### config.mk
export PLATFORM = sky130hd
export DESIGN_NAME = dmem_arbiter
export DESIGN_NICKNAME = d
export VERILOG_FILES = /design/src/rtl/dmem_arbiter_pkg.sv /design/src/rtl/dmem_lane_fmt.sv /design/src/rtl/dmem_arbiter.sv
export SDC_FILE = /design/constraint.sdc
export NUM_CORES = 1
export LEC_CHECK = 0
export CORE_MARGIN = 2
export CORE_UTILIZATION = 30
export DETAILED_ROUTE_END_ITERATION = 10
export GPL_TIMING_DRIVEN = 0
export SLEW_MARGIN = 20
export SYNTH_ARGS = -nofsm -noshare
export SYNTH_HDL_FRONTEND = slang
export SYNTH_HIERARCHICAL = 1
export SYNTH_SLANG_ARGS = --single-unit
### constraint.sdc
create_clock -name clk -period 5.8 [get_ports clk]
set_input_delay 1.16 -clock clk [delete_from_list [all_inputs] [get_ports clk]]
set_output_delay 1.16 -clock clk [all_outputs]
set_load 0.01 [all_outputs]
### src/rtl/dmem_arbiter_pkg.sv
// Shared definitions for the data-RAM arbiter: access size codes, FSM states,
// and the alignment/size legality rule used by the lane formatter.
package dmem_arbiter_pkg;

    localparam logic [2:0] SIZE_B = 3'b001;
    localparam logic [2:0] SIZE_H = 3'b010;
    localparam logic [2:0] SIZE_W = 3'b100;

    typedef enum logic [1:0] {
        ST_IDLE = 2'd0,
        ST_MEM  = 2'd1,
        ST_RESP = 2'd2
    } state_t;

    // A request is legal only with a one-hot size and natural alignment.
    function automatic logic is_legal(input logic [2:0] size, input logic [1:0] lsb);
        case (size)
            SIZE_B:  is_legal = 1'b1;
            SIZE_H:  is_legal = ~lsb[0];
            SIZE_W:  is_legal = (lsb == 2'b00);
            default: is_legal = 1'b0;
        endcase
    endfunction

endpackage

### src/rtl/dmem_lane_fmt.sv
// Combinational lane formatter: store byte enables and data steering,
// load lane select with sign/zero extension, and the legality check.
module dmem_lane_fmt
    import dmem_arbiter_pkg::*;
(
    input  logic [1:0]  i_lsb,
    input  logic [2:0]  i_size,
    input  logic        i_signed,
    input  logic [31:0] i_wdata,
    input  logic [31:0] i_rdata,
    output logic        o_legal,
    output logic [3:0]  o_be,
    output logic [31:0] o_wdata,
    output logic [31:0] o_rdata
);

    logic [7:0]  w_byte;
    logic [15:0] w_half;

    assign w_byte  = i_rdata[{i_lsb, 3'b000} +: 8];
    assign w_half  = i_lsb[1] ? i_rdata[31:16] : i_rdata[15:0];
    assign o_legal = is_legal(i_size, i_lsb);

    // NOTE: every output gets a default first so no path through the case infers a latch.
    always_comb begin
        o_be    = 4'b0000;
        o_wdata = 32'd0;
        o_rdata = 32'd0;
        case (i_size)
            SIZE_B: begin
                o_be    = 4'b0001 << i_lsb;
                o_wdata = {4{i_wdata[7:0]}};
                o_rdata = {{24{i_signed & w_byte[7]}}, w_byte};
            end
            SIZE_H: begin
                o_be    = i_lsb[1] ? 4'b1100 : 4'b0011;
                o_wdata = {2{i_wdata[15:0]}};
                o_rdata = {{16{i_signed & w_half[15]}}, w_half};
            end
            SIZE_W: begin
                o_be    = 4'b1111;
                o_wdata = i_wdata;
                o_rdata = i_rdata;
            end
            default: ;
        endcase
    end

endmodule

### src/rtl/dmem_arbiter.sv
// Two-port round-robin arbiter and sequencer for the byte-addressed data RAM:
// one transaction at a time, IDLE -> MEM -> RESP (illegal requests skip MEM).
module dmem_arbiter
    import dmem_arbiter_pkg::*;
#(
    parameter int ADDR_W = 8
) (
    input  logic              clk,
    input  logic              rst,
    input  logic              p0_req_valid,
    output logic              p0_req_ready,
    input  logic [ADDR_W-1:0] p0_req_addr,
    input  logic [2:0]        p0_req_size,
    input  logic              p0_req_write,
    input  logic              p0_req_signed,
    input  logic [31:0]       p0_req_wdata,
    output logic              p0_rsp_valid,
    output logic [31:0]       p0_rsp_rdata,
    output logic              p0_rsp_err,
    input  logic              p1_req_valid,
    output logic              p1_req_ready,
    input  logic [ADDR_W-1:0] p1_req_addr,
    input  logic [2:0]        p1_req_size,
    input  logic              p1_req_write,
    input  logic              p1_req_signed,
    input  logic [31:0]       p1_req_wdata,
    output logic              p1_rsp_valid,
    output logic [31:0]       p1_rsp_rdata,
    output logic              p1_rsp_err,
    output logic              mem_en,
    output logic              mem_we,
    output logic [ADDR_W-3:0] mem_addr,
    output logic [3:0]        mem_be,
    output logic [31:0]       mem_wdata,
    input  logic [31:0]       mem_rdata
);

    state_t            r_state;
    state_t            w_state_next;
    logic              r_last_grant;
    logic              r_port;
    logic [ADDR_W-1:0] r_addr;
    logic [2:0]        r_size;
    logic              r_write;
    logic              r_signed;
    logic [31:0]       r_wdata;
    logic              r_err;

    logic              w_idle;
    logic              w_grant0;
    logic              w_grant1;
    logic              w_grant;
    logic [ADDR_W-1:0] w_in_addr;
    logic [2:0]        w_in_size;
    logic              w_in_signed;
    logic [1:0]        w_f_lsb;
    logic [2:0]        w_f_size;
    logic              w_f_signed;
    logic              w_f_legal;
    logic [3:0]        w_f_be;
    logic [31:0]       w_f_wdata;
    logic [31:0]       w_f_rdata;
    logic              w_mem;
    logic              w_store;
    logic              w_rsp;
    logic              w_rsp_data;

    // Port 0 wins a tie only when port 1 held the last grant.
    assign w_idle   = (r_state == ST_IDLE) && !rst;
    assign w_grant0 = w_idle && p0_req_valid && (!p1_req_valid || r_last_grant);
    assign w_grant1 = w_idle && p1_req_valid && !w_grant0;
    assign w_grant  = w_grant0 | w_grant1;

    assign w_in_addr   = w_grant1 ? p1_req_addr   : p0_req_addr;
    assign w_in_size   = w_grant1 ? p1_req_size   : p0_req_size;
    assign w_in_signed = w_grant1 ? p1_req_signed : p0_req_signed;

    // The formatter checks the incoming request in IDLE and serves the latched one afterwards.
    assign w_f_lsb    = (r_state == ST_IDLE) ? w_in_addr[1:0] : r_addr[1:0];
    assign w_f_size   = (r_state == ST_IDLE) ? w_in_size      : r_size;
    assign w_f_signed = (r_state == ST_IDLE) ? w_in_signed    : r_signed;

    dmem_lane_fmt u_lane_fmt (
        .i_lsb    (w_f_lsb),
        .i_size   (w_f_size),
        .i_signed (w_f_signed),
        .i_wdata  (r_wdata),
        .i_rdata  (mem_rdata),
        .o_legal  (w_f_legal),
        .o_be     (w_f_be),
        .o_wdata  (w_f_wdata),
        .o_rdata  (w_f_rdata)
    );

    always_comb begin
        w_state_next = r_state;
        case (r_state)
            ST_IDLE: if (w_grant) w_state_next = w_f_legal ? ST_MEM : ST_RESP;
            ST_MEM:  w_state_next = ST_RESP;
            ST_RESP: w_state_next = ST_IDLE;
            default: w_state_next = ST_IDLE;
        endcase
    end

    // NOTE: sequential state uses non-blocking assignments only.
    always_ff @(posedge clk) begin
        if (rst) begin
            r_state      <= ST_IDLE;
            r_last_grant <= 1'b1;
        end else begin
            r_state <= w_state_next;
            if (w_grant) r_last_grant <= w_grant1;
        end
    end

    // NOTE: the latched request is not reset; every use is qualified by the FSM state.
    always_ff @(posedge clk) begin
        if (w_grant) begin
            r_port   <= w_grant1;
            r_addr   <= w_in_addr;
            r_size   <= w_in_size;
            r_write  <= w_grant1 ? p1_req_write : p0_req_write;
            r_signed <= w_in_signed;
            r_wdata  <= w_grant1 ? p1_req_wdata : p0_req_wdata;
            r_err    <= !w_f_legal;
        end
    end

    assign p0_req_ready = w_grant0;
    assign p1_req_ready = w_grant1;

    assign w_mem     = (r_state == ST_MEM);
    assign w_store   = w_mem && r_write;
    assign mem_en    = w_mem;
    assign mem_we    = w_store;
    assign mem_addr  = w_mem ? r_addr[ADDR_W-1:2] : '0;
    assign mem_be    = w_store ? w_f_be : 4'b0000;
    assign mem_wdata = w_store ? w_f_wdata : 32'd0;

    // A reset landing on RESP suppresses the response pulse.
    assign w_rsp      = (r_state == ST_RESP) && !rst;
    assign w_rsp_data = w_rsp && !r_write && !r_err;

    assign p0_rsp_valid = w_rsp && !r_port;
    assign p1_rsp_valid = w_rsp &&  r_port;
    assign p0_rsp_err   = p0_rsp_valid && r_err;
    assign p1_rsp_err   = p1_rsp_valid && r_err;
    assign p0_rsp_rdata = (w_rsp_data && !r_port) ? w_f_rdata : 32'd0;
    assign p1_rsp_rdata = (w_rsp_data &&  r_port) ? w_f_rdata : 32'd0;

endmodule

======== Word-level counts from Yosys, hierarchy flattened ========
Cells that the tools add are included.
cells by class
  reductions and logical operators ........ 25
  muxes and demuxes ....................... 22
  eq/ne operators ......................... 6
  shifts and indexed selects .............. 2
  bitwise operators ....................... 4
operators by type and width
  kind                 count
  $pmux 32 s3          2
  $mux 32              4
  $shiftx 32x6->8      1
  $mux 16              1
  $logic_and 1x1->1    15
  $pmux 4 s3           1
  $mux 4               2
  $mux 8               1
  $logic_not 1->1      7
  $mux 2               3
  $mux 3               2
  $mux 6               1
  $logic_not 2->1      2
  $pmux 2 s2           1
  $shl 1x2->4 const A  1
  $eq 3x1->1 const B   1
  $eq 3x2->1 const B   1
  $eq 3x3->1 const B   1
  $mux 1               3
  $pmux 1 s3           1
  $and 1x1->1          2
  $eq 2x1->1 const B   1
  $eq 2x2->1 const B   1
  $ne 2x2->1 const B   1
  other kinds (3)      3
word-level totals
  logic and storage cells ................. 68
  output and inout bits ................... 114
  flip-flop bits (word level) ............. 50

======== Depth between registers and ports, before layout ========
Gate-level depths: netlist of run 1.
  depth after elaboration ................. 13
  mapped depth ............................ 12
  gate-level depth less buffers ........... 9

======== Hierarchy ========
The synthesis of run 1 kept the hierarchy.
by module, submodules not included
  module         instances  cells each  area each (um^2)
  dmem_arbiter   1          269         3101.7
  dmem_lane_fmt  1          180         1311.3

======== Worst setup path after synthesis of run 1 ========
Ideal clock, no wire load.
  path kind ............................... input -> register
  from .................................... input rst
  to ...................................... register r_addr[0], enable pin
  slack ................................... 826 ps
  path buffers ............................ 0
  arrival time ............................ 4464 ps
  cell stages on the path ................. 1
  data required time ...................... 5290 ps
  library setup time ...................... 510 ps
  path through ............................ nor3_1
on the way
  cells in the longest elaborated chain, start to end .. 7
  elaborated cells between the ends (all ways) .. 8
  those cells by class .................... bitwise (1); reduce/logical (7)
RTL lines
  element                         RTL line             source
  start, declared                 dmem_arbiter.sv:9    input logic rst,
  $logic_not 1->1 *               dmem_arbiter.sv:69   assign w_idle = (r_state == ST_IDLE) && !rst;
  $logic_and 1x1->1 *             dmem_arbiter.sv:69
  $logic_and 1x1->1 (2 in a row)  dmem_arbiter.sv:70   assign w_grant0 = w_idle && p0_req_valid && (!p1_req_valid || r_last_grant);
  $logic_not 1->1                 dmem_arbiter.sv:71   assign w_grant1 = w_idle && p1_req_valid && !w_grant0;
  $logic_and 1x1->1               dmem_arbiter.sv:71
  $or 1x1->1 *                    dmem_arbiter.sv:72   assign w_grant = w_grant0 | w_grant1;
  end signal, assigned            dmem_arbiter.sv:120  r_addr <= w_in_addr;
  end, declared                   dmem_arbiter.sv:42   logic [ADDR_W-1:0] r_addr;
Every way passes the cells marked *; elsewhere a longest branch is shown, timed or not.
A chain may end at the register's enable or synchronous reset.

======== Worst setup path after layout of run 1 ========
  from .................................... input p1_req_valid
  to ...................................... output p0_rsp_rdata[14]
on the way
  elaborated cells between the ends (all ways) .. 20
  those cells by class .................... eq/ne (3); shift (1); mux (9); bitwise (1); reduce/logical (6)
RTL lines
  element                                   RTL line             source
  start, declared                           dmem_arbiter.sv:20   input logic p1_req_valid,
  $logic_not 1->1                           dmem_arbiter.sv:70
  $logic_or 1x1->1                          dmem_arbiter.sv:70
  $logic_and 1x1->1                         dmem_arbiter.sv:70
  $logic_not 1->1                           dmem_arbiter.sv:71
  $logic_and 1x1->1 *                       dmem_arbiter.sv:71
  $mux 3 *                                  dmem_arbiter.sv:75   assign w_in_size = w_grant1 ? p1_req_size : p0_req_size;
  $mux 3 *                                  dmem_arbiter.sv:80   assign w_f_size = (r_state == ST_IDLE) ? w_in_size : r_size;
  net w_f_size[1]                           dmem_arbiter.sv:57   logic [2:0] w_f_size;
  $eq 3x3->1, or another cell as far along  dmem_lane_fmt.sv:29  case (i_size)
  $pmux 32 s3 *                             dmem_lane_fmt.sv:29
  net w_f_rdata[14]                         dmem_arbiter.sv:62   logic [31:0] w_f_rdata;
  $mux 32 *                                 dmem_arbiter.sv:148  assign p0_rsp_rdata = (w_rsp_data && !r_port) ? w_f_rdata : 32'd0;
  end, declared                             dmem_arbiter.sv:18   output logic [31:0] p0_rsp_rdata,
Mark *: on every way through the listed nets, which the timed path passes. The rest lies on a longest branch.

==> flow_summary.yaml, run 1 <==
grt:
  grt_pass1_wl_um: 25400
  grt-ovfl-total: 0
  grt_usage: 0.204
  antenna_found_initial: 0
  grt_max_degree: 16
  grt_pass1_vias: 4531
drt:
  vias_per_cell: 5.04
  firstDrtPassIters: 4
  vias: 4483
  drt_iter0_drc: 164
  drc_errors: 0
  drt_wl_total_um: 16700
  final_antenna_net_count: 0
  routedWlPerCell_um: 18.7
power:
  power_density_mw_per_mm2: 317
  switching_share: 0.421
  vdd_ir_drop_max_uv: 171
  p_comb_frac: 0.629
  p_sw_mw: 0.993
  p_clk_frac: 0.141
  p_int_mw: 1.37
  p_seq_frac: 0.230
  power.leakage_nw: 2.98
logic_synthesis:
  synth_top_area_frac: 0.320
  synth-async-reset-ratio: 0
  yosysWarnings: 6
  yosysUniqueCellTypes: 57
  yosys_register_bits: 50
  yosys-top-cells-area: "edfxtp_1 (32%), mux2_2 (8.2%), and2_1 (6.8%)"
  syn-num-nets: 575
  synth_ff_type: "edfxtp_1"
  ys_seq_area_frac: 0.333
  yosysTopAreaCell: "edfxtp_1"
  netlist_instances: 449
  mappedNetlistArea_sq_mm: 0.00441
  avgSynthCellArea_sq_um: 9.83
  synth_edf_count: 47
timing:
  period_share: 0.977
  relSlewSlack: 0.515
  worstMarginPinSlew_ns: 0.727
  fin_skew_ns: 0.00512
  postLayoutSetupSlackWorst_ns: 0.134
  setup_viol: 0
  max_freq_ghz: 0.176
  min_period_ns: 5.67
  rsz0062_at_grt: "yes"
  hold_viol_final: 0
  drv_slew: 0
final_layout:
  layoutNonFillerInstCount: 889
  postLayoutCoreUtil: 0.514
  fill_cells: 1337
  synthToLayoutAreaGrowth_pct: 68.7
  layout-drive-gt1-share: 0.221
  antennaDiodeCount: 0
  fin_nets: 830
worst_setup_path:
  required_ns: 4.64
  reg2reg_slack_ns: 2.66
  reg2reg_depth: 9
  critPathMaxFanout: 11
  critical_path.endpoint: "p0_rsp_rdata[14]"
  r2r_start: "r_state[0]$_SDFFE_PP0P_"
  crit_path_end_kind: "primary output"
  r2r-end: "r_state[0]$_SDFFE_PP0P_"
  cp-start-kind: "input pin"
  crit_type: "in -> out"
  crit_arrival_ns: 4.51
  critPathLaunch: "p1_req_valid"
clocking:
  cts_buffers: 5
  cts_tree: "built"
  clkSinkCount: 50
  root_buffer: "clkbuf_16"
  cts.path.max_buffers: 2
  path_clk_slew_ns: 0.07
  cts_max_level: 2
  clk_latency_ns: 0.29
floorplan:
  fp.dieW_um: 125
  die_h_um: 125
  start_util: 0.305
  core_sq_mm: 0.0145
  die_area_sq_mm: 0.0157
  num_rows: 44
  ios: 240
worst_hold_path:
  holdCritPathClass: "reg -> reg"
  worstHoldPathCells: 1
run_status:
  run_status: "completed"
job:
  drv_cap: 0
placed_design:
  dp_slack_ns: -0.646
  gp_congestion: 0.870
  dp_hpwl_um: 13400
  io_buffers: 239
  dp_cells: 877
==> synthesized netlist by cell type, types with 2 or more instances <==
cell	n
and2_2	33
nor2_1	6
buf_6	4
mux2_4	10
mux2i_1	5
or4b_1	2
clkbuf_1	20
inv_1	11
nand2_1	23
clkbuf_2	3
nand3b_1	16
o2bb2ai_1	4
nor3b_2	2
o21a_1	2
or3b_1	2
mux2_2	32
nand2b_1	4
nor3_1	2
buf_2	12
o22ai_1	5
nand3_1	7
edfxtp_1	47
nor2b_1	8
o211ai_1	4
and3_1	36
and2_1	48
a21o_1	16
a21oi_1	8
dfxtp_1	3
o21ai_1	4
a22oi_1	6
o21ai_0	6
mux2_1	3
o311ai_0	6
a221o_1	8
o211ai_2	13
a22o_1	8
==> how the worst min path moves through the flow <==
stage                              start  slack (ns)                   endpoint
2_1_floorplan  r_last_grant$_SDFFE_PP1P_        0.50  r_last_grant$_SDFFE_PP1P_
3_3_place_gp   r_last_grant$_SDFFE_PP1P_        0.51  r_last_grant$_SDFFE_PP1P_
3_5_place_dp   r_last_grant$_SDFFE_PP1P_        0.53  r_last_grant$_SDFFE_PP1P_
4_1_cts        r_last_grant$_SDFFE_PP1P_        0.60  r_last_grant$_SDFFE_PP1P_
5_1_grt        r_last_grant$_SDFFE_PP1P_        0.62  r_last_grant$_SDFFE_PP1P_
6_report       r_last_grant$_SDFFE_PP1P_        0.60  r_last_grant$_SDFFE_PP1P_
==> critical path, cell delays in order <==
cell             delay (ns)
clkdlybuf4s50_1        0.51
a21boi_4               0.25
nand2_2                0.12
inv_1                  0.17
buf_4                  0.22
o311ai_2               0.11
clkbuf_4               0.21
nand2b_1               0.20
o32a_4                 0.45
buf_6                  0.17
o22ai_2                0.22
and2_2                 0.18
clkdlybuf4s50_1        0.52
==> through the flow <==
stage / TNS, ns / power (mW) / hold slack (ns) / cell area, sq um
2_1_floorplan: 0 / 1.44 / 0.498 / 4410
3_3_place_gp: -101.00 / 1.87 / 0.513 / 7040
3_5_place_dp: -47.01 / 1.90 / 0.535 / 7080
4_1_cts: 0 / 2.30 / 0.596 / 7330
5_1_grt: -0.0300 / 2.51 / 0.619 / 7450
6_report: 0 / 2.36 / 0.596 / 7450
==> state kept, by name (all words and copies together), names as in the netlist <==
register,count
r_signed,1
r_state,2
r_last_grant,1
r_err,1
r_addr,8
r_port,1
r_write,1
r_wdata,32
r_size,3
==> area by class of cell <==
type / instances / area [sq um] / share of cell area
multi-input combinational: 348 / 2850 / 0.383
clock buffer: 6 / 129 / 0.0173
tap: 184 / 230 / 0.0309
inverter: 11 / 41.3 / 0.00555
buffer: 40 / 224 / 0.0301
sequential: 50 / 1470 / 0.198
clock inverter: 2 / 37.5 / 0.00504
timing repair buffer: 248 / 2460 / 0.331
==> power by group through the flow <==
stage                     clock network (mW)  logic, mW  registers, mW
final                                  0.333       1.48          0.543
after floorplan                            0      0.900          0.539
after global routing                   0.352       1.60          0.551
after CTS                              0.338       1.41          0.544
after global placement                     0       1.31          0.562
after detailed placement                   0       1.35          0.550
==> what timing repair did <==
| action | in CTS | in global routing |
|---|---|---|
| setup endpoints to repair | 100 | 95 |
| hold buffers | 0 | 0 |
| buffers inserted | 1 | 3 |
| resized for setup | 19 | 28 |
| pin swaps | 1 | 1 |
==> kinds of logic (layout without fill, tap and decap cells) <==
| logic type | after synthesis | count (layout) | synth area share |
|---|---|---|---|
| AO/OA/AOI/OAI | 97 | 97 | 0.181 |
| flip-flops | 50 | 50 | 0.333 |
| buffers and inverters | 51 | 307 | 0.0544 |
| AND/OR/NAND/NOR | 200 | 200 | 0.295 |
| multiplexers | 50 | 50 | 0.135 |
| XOR/XNOR | 1 | 1 | 0.00199 |
==> metal layers <==
| metal | vias up | share of wire | global-route usage | routed length, um |
|---|---|---|---|---|
| met1 | 2076 | 0.40 | 0.237 | 6730 |
| met4 | 0 | 0.015 | 0.0542 | 258 |
| li1 | 2168 | - | - | - |
| met3 | 19 | 0.090 | 0.0629 | 1500 |
| met2 | 220 | 0.49 | 0.365 | 8180 |
| met5 | - | 0 | 0 | 0 |
==> placed cells by master, fill, tap and decap left out, types with 10 or more instances in the layout <==
cell type	n
clkdlybuf4s50_1	238
and2_1	48
edfxtp_1	47
and3_1	36
and2_2	33
mux2_2	32
nand2_1	23
clkbuf_1	17
nand3b_1	16
a21o_1	16
buf_4	12
o211ai_2	12
inv_1	11
mux2_4	10
Note: power is estimated with default switching activity, not from simulation.
==> run 2, diff against run 1 <==
Settings changed: SLEW_MARGIN 20 to default.
==> run 2 against run 1 <==
  * Worst hold slack improved by 0.015 ns
  * Clock power hardly changed
  * Setup slack gained 0.0093 ns
  * Routed wire length is 0.80% lower
  * Non-clock buffer count unchanged
  * Clock skew is 0.00068 ns higher
  * Global-route usage is 0.32 points lower
  * Core utilization barely moved
  * Maximum frequency up 0.16%
  * Count of clock-buffer cells in the layout unchanged
  * Largest power group unchanged
==> flow_summary.yaml, run 2 (same netlist as run 1, synthesis figures left out) <==
run_status:
  run_status: "completed"
grt:
  grt_max_degree: 16
  grt_pass1_wl_um: 24900
  antenna_found_initial: 0
  grt_usage: 0.201
  grt_pass1_vias: 4450
  grt-ovfl-total: 0
worst_setup_path:
  crit_slowest_cell: "clkdlybuf4s50_1"
  crit_type: "in -> out"
  cpMostUsedCell: "clkdlybuf4s50_1"
  cp-start-kind: "input pin"
  crit_path_end_kind: "primary output"
  path_cells: "clkdlybuf4s50_1 > a21boi_4 > nand2_2 > inv_2 > buf_4 > o311ai_4 > or4b_1 > o32a_4 > buf_6 > o22ai_1 > and2_1 > clkdlybuf4s50_1"
  critPathMaxFanout: 11
  required_ns: 4.64
  slowest_delay_ns: 0.57
  crit_arrival_ns: 4.50
timing:
  setup_viol: 0
  postLayoutSetupSlackWorst_ns: 0.143
  rsz0062_at_grt: "no"
  fin_skew_ns: 0.00580
  drv_slew: 0
  min_period_ns: 5.66
  max_freq_ghz: 0.177
  period_share: 0.975
  worstMarginPinSlew_ns: 0.727
  relSlewSlack: 0.515
  hold_viol_final: 0
drt:
  drc_errors: 0
  vias: 4504
  firstDrtPassIters: 4
  final_antenna_net_count: 0
  routedWlPerCell_um: 18.6
  vias_per_cell: 5.07
  drt_wl_total_um: 16500
  drt_iter0_drc: 223
final_layout:
  fin_area_sq_mm: 0.00744
  synthToLayoutAreaGrowth_pct: 68.6
  seq_area_sq_mm: 0.00147
  layout_commonest_cell: "clkdlybuf4s50_1"
  layout-drive-gt1-share: 0.220
  mostFrequentLayoutCells: "clkdlybuf4s50_1 (238), and2_1 (48), edfxtp_1 (47)"
  antennaDiodeCount: 0
  postLayoutCoreUtil: 0.514
  largest_register_ffs: 32
  fill_cells: 1344
  multi_input_area_sq_mm: 0.00284
  fin_nets: 830
  top_regs: "r_wdata x32, r_addr x8, r_size x3"
  regMostFlops: "r_wdata"
power:
  p_sw_mw: 0.987
  p_comb_frac: 0.626
  p_clk_frac: 0.142
  power_density_mw_per_mm2: 316
  p_int_mw: 1.36
  p_seq_frac: 0.231
  switching_share: 0.420
  power.leakage_nw: 2.97
  vdd_ir_drop_max_uv: 134
floorplan:
  fp.dieW_um: 125
  core_sq_mm: 0.0145
  die_area_sq_mm: 0.0157
  num_rows: 44
  ios: 240
  start_util: 0.305
  die_h_um: 125
clocking:
  cts.path.max_buffers: 2
  root_buffer: "clkbuf_16"
  clk_latency_ns: 0.29
  clkSinkCount: 50
  path_clk_slew_ns: 0.06
  cts_max_level: 2
  cts_tree: "built"
  cts_buffers: 5
placed_design:
  placed_area_sq_mm: 0.00709
  io_buffers: 239
  dp_hpwl_um: 13300
  gp_congestion: 0.870
  dp_slack_ns: -0.658
job:
  drv_cap: 0
worst_hold_path:
  holdCritPathClass: "reg -> reg"
==> run 2: cell types whose count changed in the layout (fill, tap and decap cells not counted) <==
cell	previous run	this run
or4b_1	1	2
o22ai_1	0	1
inv_1	11	10
o22ai_2	5	4
clkbuf_2	3	6
buf_6	5	8
or4b_4	1	0
inv_2	0	1
buf_4	12	6
==> run 2: path summary, 6_finish.rpt <==
check,start,end,slack [ns],cells past startpoint
worst max-delay path,p0_req_valid,p1_rsp_rdata[12],0.14,12
worst min-delay path,r_last_grant$_SDFFE_PP1P_,r_last_grant$_SDFFE_PP1P_,0.61,1
worst max register to register,r_state[1]$_SDFFE_PP0P_,r_state[0]$_SDFFE_PP0P_,2.74,9
worst min register to register,r_last_grant$_SDFFE_PP1P_,r_last_grant$_SDFFE_PP1P_,0.61,1
==> run 2: area by class of cell <==
class / count / share of cell area
Multi-Input combinational cell: 348 / 0.382
Inverter: 11 / 0.00555
Buffer: 40 / 0.0291
Clock buffer: 6 / 0.0173
Clock inverter: 2 / 0.00505
Timing Repair Buffer: 248 / 0.332
Sequential cell: 50 / 0.198
Tap cell: 184 / 0.0309
==> run 2: critical path: cells and delay by family <==
family                 cells  cell delay, ns
buffers and inverters      5            1.54
AO/OA/AOI/OAI              4            0.91
AND/OR/NAND/NOR            3            0.87
==> run 2: through the flow <==
stage,hold WS [ns],setup TNS [ns],std cells,power [mW]
6_report,0.611,0,889,2.35
5_1_grt,0.629,0,889,2.50
4_1_cts,0.598,0,885,2.28
3_5_place_dp,0.537,-48.62,876,1.90
3_3_place_gp,0.513,-101.00,872,1.87
2_1_floorplan,0.498,0,449,1.44
==> run 2: power by group through the flow <==
stage | registers [mW] | logic, mW | clock network [mW]
2_1_floorplan | 0.539 | 0.900 | 0
3_3_place_gp | 0.562 | 1.31 | 0
3_5_place_dp | 0.550 | 1.35 | 0
4_1_cts | 0.544 | 1.40 | 0.340
5_1_grt | 0.552 | 1.60 | 0.354
6_report | 0.543 | 1.47 | 0.334
==> run 2: timing repair <==
item | 4_1_cts | 5_1_grt
cloned | 0 | 0
resized for setup | 17 | 19
hold buffers | 0 | 0
buffers inserted | 1 | 4
pin swaps | 1 | 1
setup endpoints to repair | 100 | 95
==> run 2: per-layer routing <==
layer / vias up / wire length (um) / track usage
met3: 14 / 1380 / 0.0578
met2: 211 / 8180 / 0.359
met1: 2111 / 6740 / 0.240
li1: 2168 / - / -
met5: - / 0 / 0
met4: 0 / 238 / 0.0438
